==> src/rtl/simplerisc_pkg.sv <==
// Shared SimpleRISC definitions: control-bus bit positions, link register index
// and the write-back stage state encoding.
package simplerisc_pkg;

  localparam int CB_IS_ST   = 14;
  localparam int CB_IS_LD   = 13;
  localparam int CB_IS_RET  = 19;
  localparam int CB_IS_IMM  = 20;
  localparam int CB_IS_WB   = 21;
  localparam int CB_IS_CALL = 22;

  localparam logic [3:0] RA_REG = 4'd15;

  typedef enum logic [1:0] {
    ST_IDLE    = 2'd0,
    ST_WAIT_LD = 2'd1,
    ST_WRITE   = 2'd2
  } rw_state_t;

endpackage

==> src/rtl/rw_result_mux.sv <==
// Combinational write-back source select: call link value, load data or ALU result.
module rw_result_mux
  import simplerisc_pkg::*;
(
  input  logic [31:0] pc,
  input  logic [3:0]  rd,
  input  logic [31:0] alu_result,
  input  logic [31:0] ld_data,
  input  logic        is_call,
  input  logic        is_ld,
  output logic [3:0]  adr,
  output logic [31:0] data
);

  always_comb begin
    adr  = rd;
    data = alu_result;
    if (is_call) begin
      // Link address wraps naturally at 2^32.
      adr  = RA_REG;
      data = pc + 32'd4;
    end else if (is_ld) begin
      data = ld_data;
    end
  end

endmodule

==> src/rtl/rw_unit.sv <==
// SimpleRISC register-writeback stage: accepts retiring instructions, waits for late
// load data and drives the register-file write port. Optional retire counter: RW_RETIRE_CNT_EN.
module rw_unit
  import simplerisc_pkg::*;
(
  input  logic        clk,
  input  logic        reset,
  input  logic        ma_valid,
  output logic        ma_ready,
  input  logic [31:0] pc_in,
  input  logic [31:0] instruction_in,
  input  logic [23:0] control_bus_in,
  input  logic [31:0] alu_result_in,
  input  logic [31:0] ld_data,
  input  logic        ld_valid,
  output logic [3:0]  wr_adr,
  output logic [31:0] wr_data,
  output logic        is_wb
`ifdef RW_RETIRE_CNT_EN
  ,
  output logic [31:0] retire_count
`endif
);

  rw_state_t   state_reg, state_next;
  logic [31:0] pc_reg, alu_reg;
  logic [3:0]  rd_reg;
  logic        cb_wb_reg, cb_ld_reg, cb_call_reg;
  logic [3:0]  wr_adr_reg;
  logic [31:0] wr_data_reg;
  logic        accept, load_wb, in_wait;
  logic [31:0] sel_pc, sel_alu, mux_data;
  logic [3:0]  sel_rd, mux_adr;
  logic        sel_call, sel_ld;

  assign ma_ready = reset && (state_reg != ST_WAIT_LD);
  assign accept   = ma_valid && ma_ready;
  assign in_wait  = (state_reg == ST_WAIT_LD);

  // A late load resolves from the latched instruction; otherwise from the live inputs.
  assign sel_pc   = in_wait ? pc_reg      : pc_in;
  assign sel_rd   = in_wait ? rd_reg      : instruction_in[25:22];
  assign sel_alu  = in_wait ? alu_reg     : alu_result_in;
  assign sel_call = in_wait ? cb_call_reg : control_bus_in[CB_IS_CALL];
  assign sel_ld   = in_wait ? cb_ld_reg   : control_bus_in[CB_IS_LD];

  rw_result_mux u_mux (
    .pc         (sel_pc),
    .rd         (sel_rd),
    .alu_result (sel_alu),
    .ld_data    (ld_data),
    .is_call    (sel_call),
    .is_ld      (sel_ld),
    .adr        (mux_adr),
    .data       (mux_data)
  );

  always_comb begin
    state_next = ST_IDLE;
    load_wb    = 1'b0;
    case (state_reg)
      ST_WAIT_LD: begin
        if (ld_valid) begin
          state_next = ST_WRITE;
          load_wb    = 1'b1;
        end else begin
          state_next = ST_WAIT_LD;
        end
      end
      default: begin
        if (accept) begin
          if (control_bus_in[CB_IS_LD] && !ld_valid) begin
            state_next = ST_WAIT_LD;
          end else begin
            state_next = ST_WRITE;
            load_wb    = 1'b1;
          end
        end
      end
    endcase
  end

  always_ff @(posedge clk) begin
    if (!reset) begin
      state_reg   <= ST_IDLE;
      pc_reg      <= '0;
      alu_reg     <= '0;
      rd_reg      <= '0;
      cb_wb_reg   <= 1'b0;
      cb_ld_reg   <= 1'b0;
      cb_call_reg <= 1'b0;
      wr_adr_reg  <= '0;
      wr_data_reg <= '0;
    end else begin
      state_reg <= state_next;
      if (accept) begin
        pc_reg      <= pc_in;
        alu_reg     <= alu_result_in;
        rd_reg      <= instruction_in[25:22];
        cb_wb_reg   <= control_bus_in[CB_IS_WB];
        cb_ld_reg   <= control_bus_in[CB_IS_LD];
        cb_call_reg <= control_bus_in[CB_IS_CALL];
      end
      if (load_wb) begin
        wr_adr_reg  <= mux_adr;
        wr_data_reg <= mux_data;
      end
    end
  end

  assign wr_adr  = wr_adr_reg;
  assign wr_data = wr_data_reg;
  assign is_wb   = (state_reg == ST_WRITE) && cb_wb_reg;

`ifdef RW_RETIRE_CNT_EN
  logic [31:0] retire_cnt_reg;

  // Counts every instruction passing through WRITE, including non-writing ones.
  always_ff @(posedge clk) begin
    if (!reset) begin
      retire_cnt_reg <= '0;
    end else if (state_reg == ST_WRITE) begin
      retire_cnt_reg <= retire_cnt_reg + 32'd1;
    end
  end

  assign retire_count = retire_cnt_reg;
`endif

  // Instruction and control-bus fields consumed by other stages only.
  logic unused_ok;
  assign unused_ok = ^{instruction_in[31:26], instruction_in[21:0],
                       control_bus_in[23], control_bus_in[20:14], control_bus_in[12:0]};

endmodule

==> config.mk <==
export PLATFORM = sky130hd
export DESIGN_NAME = rw_unit
export DESIGN_NICKNAME = d
export VERILOG_FILES = /design/src/rtl/simplerisc_pkg.sv /design/src/rtl/rw_result_mux.sv /design/src/rtl/rw_unit.sv
export SDC_FILE = /design/constraint.sdc
export NUM_CORES = 1
export LEC_CHECK = 0
export CAP_MARGIN = 30
export CORE_MARGIN = 2
export CORE_UTILIZATION = 50
export CTS_BUF_LIST = sky130_fd_sc_hd__clkbuf_8
export CTS_CLUSTER_SIZE = 30
export DETAILED_ROUTE_END_ITERATION = 16
export DONT_BUFFER_PORTS = 1
export GPL_ROUTABILITY_DRIVEN = 0
export PLACE_DENSITY_LB_ADDON = 0.2
export SKIP_CTS_REPAIR_TIMING = 1
export SYNTH_ARGS = -nofsm -noshare
export SYNTH_HDL_FRONTEND = slang
export SYNTH_SLANG_ARGS = --single-unit
==> constraint.sdc <==
create_clock -name clk -period 2.9 [get_ports clk]
set_clock_uncertainty 0.1 [all_clocks]
set_input_delay 0.58 -clock clk [delete_from_list [all_inputs] [get_ports clk]]
set_output_delay 0.58 -clock clk [all_outputs]
set_load 0.1 [all_outputs]
==> After elaboration in Yosys (flattened, before gate mapping) <==
Cells that the tools add are included.
Widths: inputs -> output; s select.
{ "word_totals": {"output_inout_bits": 38, "ff_bits": 109, "wordCells": 34, "input_bits": 156} }
{ "op_classes": {"muxes": 16, "eq_ne": 3, "add_sub_neg": 1, "n_reduce_logical": 5} }
{ "ops": {"columns": ["op", "n"], "rows": [
  ["$mux 32", 4],
  ["$add 32x3->32 const B", 1],
  ["$mux 2", 4],
  ["$mux 4", 2],
  ["$mux 1", 6],
  ["$logic_and 1x1->1", 4],
  ["$eq 2x1->1 const B", 1],
  ["$eq 2x2->1 const B", 1],
  ["$ne 2x1->1 const B", 1],
  ["$logic_not 1->1", 1]
]} }

==> Logic depth before layout (Yosys ltp) <==
Gate-level depths: netlist of the first run.
{ "logic_depth": {"depth_word": 5, "ltp_mapped": 13, "mapped_depth_nobuf": 8} }

==> Hierarchy <==
From an unflattened synthesis of the first run, not the netlist that was laid out.
{ "hier_totals": {"cells_unflattened": 767, "hier_area_um2": 6243.5} }
{ "by_module_without_submodules": {"columns": ["module", "n_inst", "area_each_um2", "cells_per_inst", "seq_area_each_um2"], "rows": [
  ["rw_unit", 1, 4840.9, 553, 2182.1],
  ["rw_result_mux", 1, 1402.6, 214, 0.0]
]} }

==> Worst setup path after synthesis of the first run <==
Ideal clock, no wire load.
{ "synth_path": {"path_kind": "reg2out", "startpoint": "register state_reg[1]", "endpoint": "output port ma_ready", "arrival_time_ns": 2.415, "path_buffers": 4, "t_required_ns": 2.220, "path_slack_ns": -0.195, "path_stages_with_launch": 7, "path_cell_list": "dfxtp_1 -> and2b_4 -> buf_6 -> buf_6 -> buf_2 -> buf_2 -> nor2_1"} }
{ "synth_via": {"elab_chain_len": 2} }
{ "synth_lines": {"columns": ["item", "line_no", "text"], "rows": [
  ["start, declared", "rw_unit.sv:25", "rw_state_t state_reg, state_next;"],
  ["start signal, assigned", "rw_unit.sv:95", "state_reg <= state_next;"],
  ["$ne 2x1->1", "rw_unit.sv:36", "assign ma_ready = reset && (state_reg != ST_WAIT_LD);"],
  ["$logic_and 1x1->1", "rw_unit.sv:36", null],
  ["end, declared", "rw_unit.sv:9", "output logic ma_ready,"]
]} }
No other way between the ends.

==> Final worst setup path of the first run <==
{ "layout_path": {"startpoint": "register state_reg[0]", "endpoint": "register wr_data_reg[22] (netlist: wr_data[22])"} }
{ "layout_via": {"elab_chain_len": 5, "word_cells_on_any_way": 13, "cone_classes": "add/sub: 1; eq/ne: 2; mux: 8; reduce/logical: 2"} }
{ "layout_lines": {"columns": ["item", "line_no", "text"], "rows": [
  ["branches (longest 5 deep; another with $add 32x3->32)", null, null],
  ["end signal, assigned", "rw_unit.sv:106", "wr_data_reg <= mux_data;"],
  ["end, declared", "rw_unit.sv:30", "logic [31:0] wr_data_reg;"]
]} }
Several ways; the timed one is not identified.
A chain may end at the register's enable or synchronous reset.

==> flow_metrics.env, run 1 <==
export IMPL_syn_to_final_growth_pct=7.00
export IMPL_grt_antenna_before_repair=0
export IMPL_h_tree_depth=3
export IMPL_netlist_area_leader_share_pct=35.8
export IMPL_rows=40
export IMPL_syn_inst=798
export IMPL_tritoncts="yes"
export IMPL_finalCriticalPeriod_ns=2.65
export IMPL_clkTransAtPathRegs_ns=0.10
export IMPL_cap_viol_max_count=0
export IMPL_io_pins=194
export IMPL_die_h_um=114
export IMPL_hold_violations=0
export IMPL_grtUsageTotal_pct=26.1
export IMPL_synth_edff_count=0
export IMPL_yosys_warnings=0
export IMPL_wirelength_um=17100
export IMPL_worst_pin_slew_ns=0.998
export IMPL_synth_seq_area_share_pct=35.8
export IMPL_syn_area_um2=6100
export IMPL_slew_limit_headroom_pct=33.4
export IMPL_synth_main_ff_cell="dfxtp_1"
export IMPL_core_um2=12000
export IMPL_grt_max_degree=97
export IMPL_leakagePower_uw=0.00236
export IMPL_port_buffers=0
export IMPL_postSynthAreaPerCell_um2=7.64
export IMPL_cp_required_ns=3.06
export IMPL_p_per_area_nw_per_um2=529
export IMPL_ys_ff_latch=109
export IMPL_viasPerCell=6.01
export IMPL_ys_types=53
export IMPL_synth_most_common_cell="nand2_1"
export IMPL_fmax_ghz=0.377
export IMPL_drive_above_1_share_pct=10.9
export IMPL_rsz0062_at_grt="no"
export IMPL_place_hpwl_um=12300
export IMPL_drt_iter0_drc=538
export IMPL_setup_viol=0
export IMPL_cp_arrival_ns=2.81
export IMPL_clockBufferDepth=2
export IMPL_syn_nets=955
export IMPL_worstPathMaxFanout=14
export IMPL_chipWidth_um=114
export IMPL_diodes=0
export IMPL_drtAntennaViolNets=0
export IMPL_synth_top_area_cell="dfxtp_1"
export IMPL_final_max_slew_viol_count=0
export IMPL_reg2reg_slack_ns=0.25
export IMPL_crit_type="reg -> reg"
export IMPL_post_route_period_util_pct=91.4
export IMPL_grt_pass1_wl_um=26900
export IMPL_detail_route_wl_per_cell_um=18.4
export IMPL_drt_first_pass_iters=5
export IMPL_tns_ns=0
export IMPL_hold_slack_ns=0.162
export IMPL_cts_root_buf="clkbuf_8"
export IMPL_outcome="finished clean"
export IMPL_final_nets=940
export IMPL_grt_pass1_vias=5175
export IMPL_overflow=0
export IMPL_num_vias=5612
export IMPL_vdd_drop_max_v=0.000208
export IMPL_drc=0
export IMPL_critPathLaunchType="flop"
export IMPL_yosys_top_cells_area="dfxtp_1, nand2_1, o21ai_0"
export IMPL_cts_made_buffers=9
export IMPL_ys_async_sr_fraction_pct=0
export IMPL_dieArea_um2=13100
export IMPL_clock_sinks=109
export IMPL_min_path_type="in -> reg"
export IMPL_clock_latency_ns=0.38
export IMPL_synth_common_cells="nand2_1, dfxtp_1, o21ai_0, nor2_1"
export IMPL_end_kind="flop"
export IMPL_start_util_pct=51.0
[logic make-up after synthesis]
| logic type | Yosys count | synth area share, % |
|---|---|---|
| AND/OR/NAND/NOR | 369 | 27.1 |
| flip-flops | 109 | 35.8 |
| multiplexers | 51 | 9.56 |
| XOR/XNOR | 20 | 2.87 |
| buffers and inverters | 63 | 5.03 |
| adder cells (fa/ha/maj) | 1 | 0.205 |
| AO/OA/AOI/OAI | 185 | 19.4 |
[layout make-up]
cell class	count	area (um2)
repair buffers	35	325
fillers	1126	5440
well taps	147	184
flip-flops and latches	109	2180
clock buffers	11	151
multi-input cells	626	3620
inverters	2	7.51
clock inverters	4	47.5
[report_power, final]
group / internal, uW / leakage [uW] / switching [uW]
clock network: 440 / 0.000101 / 523
registers: 1610 / 0.000900 / 215
logic: 209 / 0.00136 / 455
[critical path: stages (launching register included)]
cell and delay, ns:
dfxtp_1 0.46, and2b_4 0.25, mux2_4 0.22, ha_1 0.32
o2111ai_4 0.32, o41ai_1 0.46, o21bai_1 0.26, a31oi_1 0.13
[metal layers]
metal  vias to the layer above  share of wire (%)  GRT usage [%]
met5                         -                  0              0
met4                         0                2.2           10.2
met3                        25                7.9           5.88
met2                       205                 45           40.2
met1                      2618                 45           35.5
li1                       2764                  -              -
[per-stage QoR]
stage / cell area [um2] / std cells / power, uW / util [%] / setup WS (ns)
2_1_floorplan: 6100 / 798 / 2370 / - / 0.118
3_3_place_gp: 6320 / 919 / 2500 / 52.9 / 0.379
3_5_place_dp: 6320 / 919 / 2520 / 52.9 / 0.313
4_1_cts: 6520 / 934 / 3470 / 54.5 / 0.270
5_1_grt: 6520 / 934 / 3590 / 54.5 / 0.112
6_report: 6520 / 934 / 3450 / 54.5 / 0.250
[worst paths after layout]
kind	depth (start not counted)	from	to
worst max-delay path	7	state_reg[0]$_SDFF_PN0_	wr_data[22]$_SDFFE_PN0P_
worst min-delay path	1	ld_valid	state_reg[0]$_SDFF_PN0_
worst max register to register	7	state_reg[0]$_SDFF_PN0_	wr_data[22]$_SDFFE_PN0P_
worst min register to register	2	pc_reg[2]$_SDFFE_PN0N_	pc_reg[2]$_SDFFE_PN0N_
[placed cells by master, fill, tap and decap left out, types with 4 or more instances in the layout]
cell / instances
a211oi_1: 6
a21oi_1: 11
a311oi_1: 12
a31oi_1: 26
and3_1: 13
buf_12: 5
buf_4: 30
clkbuf_8: 11
dfxtp_1: 109
mux2_2: 5
mux2i_1: 36
mux2i_2: 4
mux2i_4: 4
nand2_1: 244
nand3_1: 33
nand4_1: 7
nor2_1: 38
nor3_1: 6
nor4_2: 7
o211ai_1: 17
o21ai_0: 86
o21ai_1: 5
o221ai_1: 7
or3_1: 6
xnor2_1: 6
xor2_1: 14
(Power assumes the default switching activity.)
==> run 2: changes to the inputs <==
- CORE_MARGIN: 2 -> unset
==> flow_metrics.env, run 2 (synthesis gave the netlist of run 1 again) <==
export IMPL_reg2reg_slack_ns=0.19
export IMPL_tritoncts="yes"
export IMPL_num_vias=5547
export IMPL_final_common_cell="nand2_1"
export IMPL_end_kind="flop"
export IMPL_tns_ns=0
export IMPL_io_pins=194
export IMPL_wirelength_um=16900
export IMPL_grt_antenna_before_repair=0
export IMPL_chipWidth_um=112
export IMPL_cp_required_ns=3.06
export IMPL_clockPowerShare_pct=31.0
export IMPL_clock_latency_ns=0.39
export IMPL_grt_pass1_vias=5229
export IMPL_die_h_um=112
export IMPL_final_cell_mix="nand2_1, dfxtp_1, o21ai_0, nor2_1, mux2i_1"
export IMPL_cts_made_buffers=9
export IMPL_grtUsageTotal_pct=27.4
export IMPL_overflow=0
export IMPL_drt_iter0_drc=519
export IMPL_hold_violations=0
export IMPL_fillers=1113
export IMPL_grt_max_degree=97
export IMPL_min_path_type="in -> reg"
export IMPL_ff2ff_path_depth=8
export IMPL_fin_util_pct=55.7
export IMPL_grt_pass1_wl_um=27200
export IMPL_p_sw_share_pct=33.7
export IMPL_dpl_cell_area_um2=6260
export IMPL_drive_above_1_share_pct=10.3
export IMPL_drt_first_pass_iters=6
export IMPL_final_max_slew_viol_count=0
export IMPL_crit_reg2reg_capture="wr_data[30]$_SDFFE_PN0P_"
export IMPL_cp_arrival_ns=2.88
export IMPL_drc=0
export IMPL_post_route_period_util_pct=93.6
export IMPL_whs_endpoint="state_reg[0]$_SDFF_PN0_"
export IMPL_vdd_drop_max_v=0.000335
export IMPL_worstHoldPathCells=1
export IMPL_finalWorstSetupSlack_ns=0.186
export IMPL_critPathLaunchType="flop"
export IMPL_clkTransAtPathRegs_ns=0.10
export IMPL_post_route_cell_area_um2=6500
export IMPL_drtAntennaViolNets=0
export IMPL_r2r_start="state_reg[1]$_SDFF_PN0_"
export IMPL_place_hpwl_um=12000
export IMPL_cts_root_buf="clkbuf_8"
export IMPL_port_buffers=0
export IMPL_holdCritStartpoint="ld_valid"
export IMPL_setup_viol=0
export IMPL_fmax_ghz=0.369
export IMPL_slew_limit_headroom_pct=33.1
export IMPL_cap_viol_max_count=0
export IMPL_dp_worst_setup_slack_ns=0.235
export IMPL_h_tree_depth=3
export IMPL_crit_type="reg -> reg"
export IMPL_p_switching_uw=1210
export IMPL_p_int_uw=2380
export IMPL_viasPerCell=5.99
export IMPL_start_util_pct=52.3
export IMPL_core_um2=11700
export IMPL_rsz0062_at_grt="no"
export IMPL_outcome="finished clean"
export IMPL_final_nets=936
export IMPL_worst_pin_slew_ns=1.00
export IMPL_finalCriticalPeriod_ns=2.71
export IMPL_comb_power_share_pct=17.0
export IMPL_worstPathMaxFanout=19
export IMPL_regArea_um2=2180
export IMPL_clockBufferDepth=2
export IMPL_leakagePower_uw=0.00233
export IMPL_clock_sinks=109
export IMPL_power_frac_seq_pct=52.0
export IMPL_diodes=0
export IMPL_fin_total_pwr_uw=3590
export IMPL_p_per_area_nw_per_um2=552
export IMPL_detail_route_wl_per_cell_um=18.3
export IMPL_syn_to_final_growth_pct=6.61
export IMPL_dieArea_um2=12600
export IMPL_rows=39
export IMPL_multiInputGateArea_um2=3620
[run 2: worst max-delay path, cell delays in order, from the launching register on]
cell,delay [ns]
dfxtp_1,0.42
nand2b_4,0.38
nand2_1,0.10
nand2_1,0.08
ha_1,0.31
o2111ai_4,0.27
nor4_2,0.43
mux2i_1,0.35
a31oi_1,0.12
[run 2: power by group through the flow]
stage | Sequential (uW) | Combinational (uW) | Clock, uW
6_report | 1860 | 610 | 1110
3_3_place_gp | 1890 | 593 | 0
4_1_cts | 1860 | 609 | 1130
3_5_place_dp | 1900 | 606 | 0
2_1_floorplan | 1990 | 385 | 0
5_1_grt | 1880 | 667 | 1190
[run 2: layout make-up]
class,instances,area share [%]
Clock buffer,9,1.91
Clock inverter,6,1.73
Inverter,2,0.116
Multi-Input combinational cell,626,55.8
Sequential cell,109,33.6
Tap cell,143,2.75
Timing Repair Buffer,31,4.16
[run 2: worst max-delay path by stage]
| stage | startpoint | end | slack, ns | cells after the start |
|---|---|---|---|---|
| floorplan | state_reg[0]$_SDFF_PN0_ | wr_data[22]$_SDFFE_PN0P_ | 0.12 | 13 |
| global placement | state_reg[1]$_SDFF_PN0_ | wr_data[30]$_SDFFE_PN0P_ | 0.27 | 8 |
| detailed placement | state_reg[1]$_SDFF_PN0_ | wr_data[30]$_SDFFE_PN0P_ | 0.23 | 8 |
| CTS | state_reg[1]$_SDFF_PN0_ | wr_data[30]$_SDFFE_PN0P_ | 0.19 | 8 |
| global route | state_reg[1]$_SDFF_PN0_ | wr_data[30]$_SDFFE_PN0P_ | 0.05 | 8 |
| finish | state_reg[1]$_SDFF_PN0_ | wr_data[30]$_SDFFE_PN0P_ | 0.19 | 8 |
[run 2: layer usage]
metal  routed length, um  track usage (%)
met1                7580             36.9
met2                7610             42.2
met3                1360             7.29
met4                 396             10.4
met5                   0                0
[run 2: stage by stage]
step | std cells | hold WS [ns]
detailed placement | 911 | 0.349
global route | 926 | 0.138
CTS | 926 | 0.135
global placement | 911 | 0.344
finish | 926 | 0.152
floorplan | 798 | 0.332
==> RTL change: new RTL, config.mk and constraints of run 1 <==
Encoding of `rw_state_t`: now one-hot (3 bits for 3 states).
--- a/src/rtl/simplerisc_pkg.sv
+++ b/src/rtl/simplerisc_pkg.sv
@@ -13,6 +13,6 @@
 
-  typedef enum logic [1:0] {
-    ST_IDLE    = 2'd0,
-    ST_WAIT_LD = 2'd1,
-    ST_WRITE   = 2'd2
+  typedef enum logic [2:0] {
+    ST_IDLE    = 3'b001,
+    ST_WAIT_LD = 3'b010,
+    ST_WRITE   = 3'b100
   } rw_state_t;
Check against the original RTL: same outputs for any inputs over 4 cycles, from zero or initial values and one cycle with reset low; so few cycles prove little.
==> RTL change against run 1 <==
- sequential cell count increased by 1
- cell count up 4.0%
- core utilization increased by 0.33 points
- critical endpoint is now ma_ready
- cell area rose by 0.19%
- routed wire length rose by 11%
- die area shrank 1.0%
- highest routed layer unchanged
- maximum frequency fell by 3.7%
- sequential share of layout area rose by 0.24 points
- area after synthesis is 1.1% lower
- global-route usage up 3.1 points
- power decreased by 3.6%
- setup slack got worse by 100 ps
- largest cell class unchanged
==> RTL change: results (changes against run 1) <==
----------------------------------------------------
[Worst hold path]
  Worst Hold Launch ... ld_valid
  Type of the tightest min-delay check ... in2reg

[Global routing]
  Global-route wire length before repair ... 29600 µm (+9.7%)
  Initial antenna violation count ... 1 (+1)
  Largest net degree at the start of global routing ... 118 (+22%)
  All-Layer GR Usage ... 29.2% (+3.1 points)

[Detailed routing]
  Avg Vias per Cell ... 6.20 (+3.2%)
  Post-Route WL ... 19100 µm (+11%)
  Iteration-0 DRC count of the detailed router ... 642 (+19%)

[Setup path]
  Slowest cell delay on critical path ... 500 ps (+40 ps)
  Critical-path top delay cell ... sky130_fd_sc_hd__or3b_4
  Top cell family by delay on the critical path ... simple AND/OR/NAND/NOR gates
  FF-to-FF path depth ... 8 (+1)

[Yosys]
  Mapped Cells ... 827 (+3.6%)
  Syn_nets ... 984 (+3.0%)
  Commonest cells in the netlist ... sky130_fd_sc_hd__nand2_1, sky130_fd_sc_hd__dfxtp_1, sky130_fd_sc_hd__nand3_1, sky130_fd_sc_hd__o21ai_0, sky130_fd_sc_hd__clkbuf_1
  Synth cell types ... 54 (+1.9%)
  Sequential cell area fraction in the yosys report ... 36.5% (+0.72 points)

[Clock tree]
  Clock Root Buffer ... sky130_fd_sc_hd__clkbuf_8
  Clock Latency Late Sink ... approximately 390 ps

[Final layout]
  Fraction of layout cells with a size suffix above 1 ... 9.48% (-1.5 points)
  Fillers ... 1146 (+1.8%)
  Post-Layout Cell Count ... 971 (+4.0%)

[Timing]
  Worst slew slack as a fraction of its limit ... 30.9% (-2.5 points)

[Outcome]
  Run status ... finished clean

[Pwr]
  Largest vdd supply drop ... 0.000285 V (+37%)
  Reported leakage power ... 2.51 nW (+6.3%)

[Place]
  DPL Wire Length ... 13600 µm (+11%)

----------------------------------------------------
-- RTL change: per-layer routing --
layer | global-route usage, % | wire [µm]
met1 | 38.6 | 8130
met2 | 43.4 | 8400
met3 | 9.83 | 1880
met4 | 12.7 | 663
met5 | 0 | 0
-- RTL change: cells by family (layout without fill, tap and decap cells) --
group,count (synthesis),after routing,synth area share [%]
simple gates,420,420,31.2
compound gates,175,175,18.8
flops,110,110,36.5
buf+inv,65,61,4.40
xor+xnor,28,28,4.07
mux,28,28,4.79
fa+ha+maj,1,1,0.207
other cells,0,1,0
-- RTL change: path summary, 6_finish.rpt --
| kind | end | slack [ps] |
|---|---|---|
| hold reg to reg | alu_reg[19]$_SDFFE_PN0N_ | 360 |
| setup reg to reg | wr_data[16]$_SDFFE_PN0P_ | 220 |
| hold / removal | state_reg[1]$_SDFF_PN0_ | 150 |
| setup / recovery | ma_ready | 150 |
-- RTL change: power groups by stage --
stage               clock network [mW]  registers (mW)  logic [mW]
floorplan                            0            1.95       0.297
finish                           0.979            1.85       0.494
detailed placement                   0            1.89       0.490
global placement                     0            1.88       0.478
global route                      1.05            1.87       0.539
CTS                              0.991            1.85       0.491
-- RTL change: final cells by class --
type                            count  area, µm²  area share, %
Tap cell                          147        184           2.81
Clock buffer                       11        151           2.32
Multi-Input combinational cell    652       3600           55.0
Timing Repair Buffer               41        333           5.09
Clock inverter                      5       50.0          0.766
Sequential cell                   110       2200           33.7
Inverter                            4       15.0          0.230
Antenna cell                        1       2.50         0.0383
-- RTL change: stage by stage --
stage / total power, mW / worst slack [ps] / setup TNS [ps] / util, % / hold slack, ps
3_5_place_dp: 2.38 / 209 / 0 / 53.0 / 348
3_3_place_gp: 2.36 / 263 / 0 / 53.0 / 341
2_1_floorplan: 2.25 / 9.88 / 0 / - / 330
4_1_cts: 3.33 / -11.8 / -11.8 / 54.7 / 134
6_report: 3.33 / 149 / 0 / 54.9 / 152
5_1_grt: 3.45 / 11.5 / 0 / 54.8 / 134
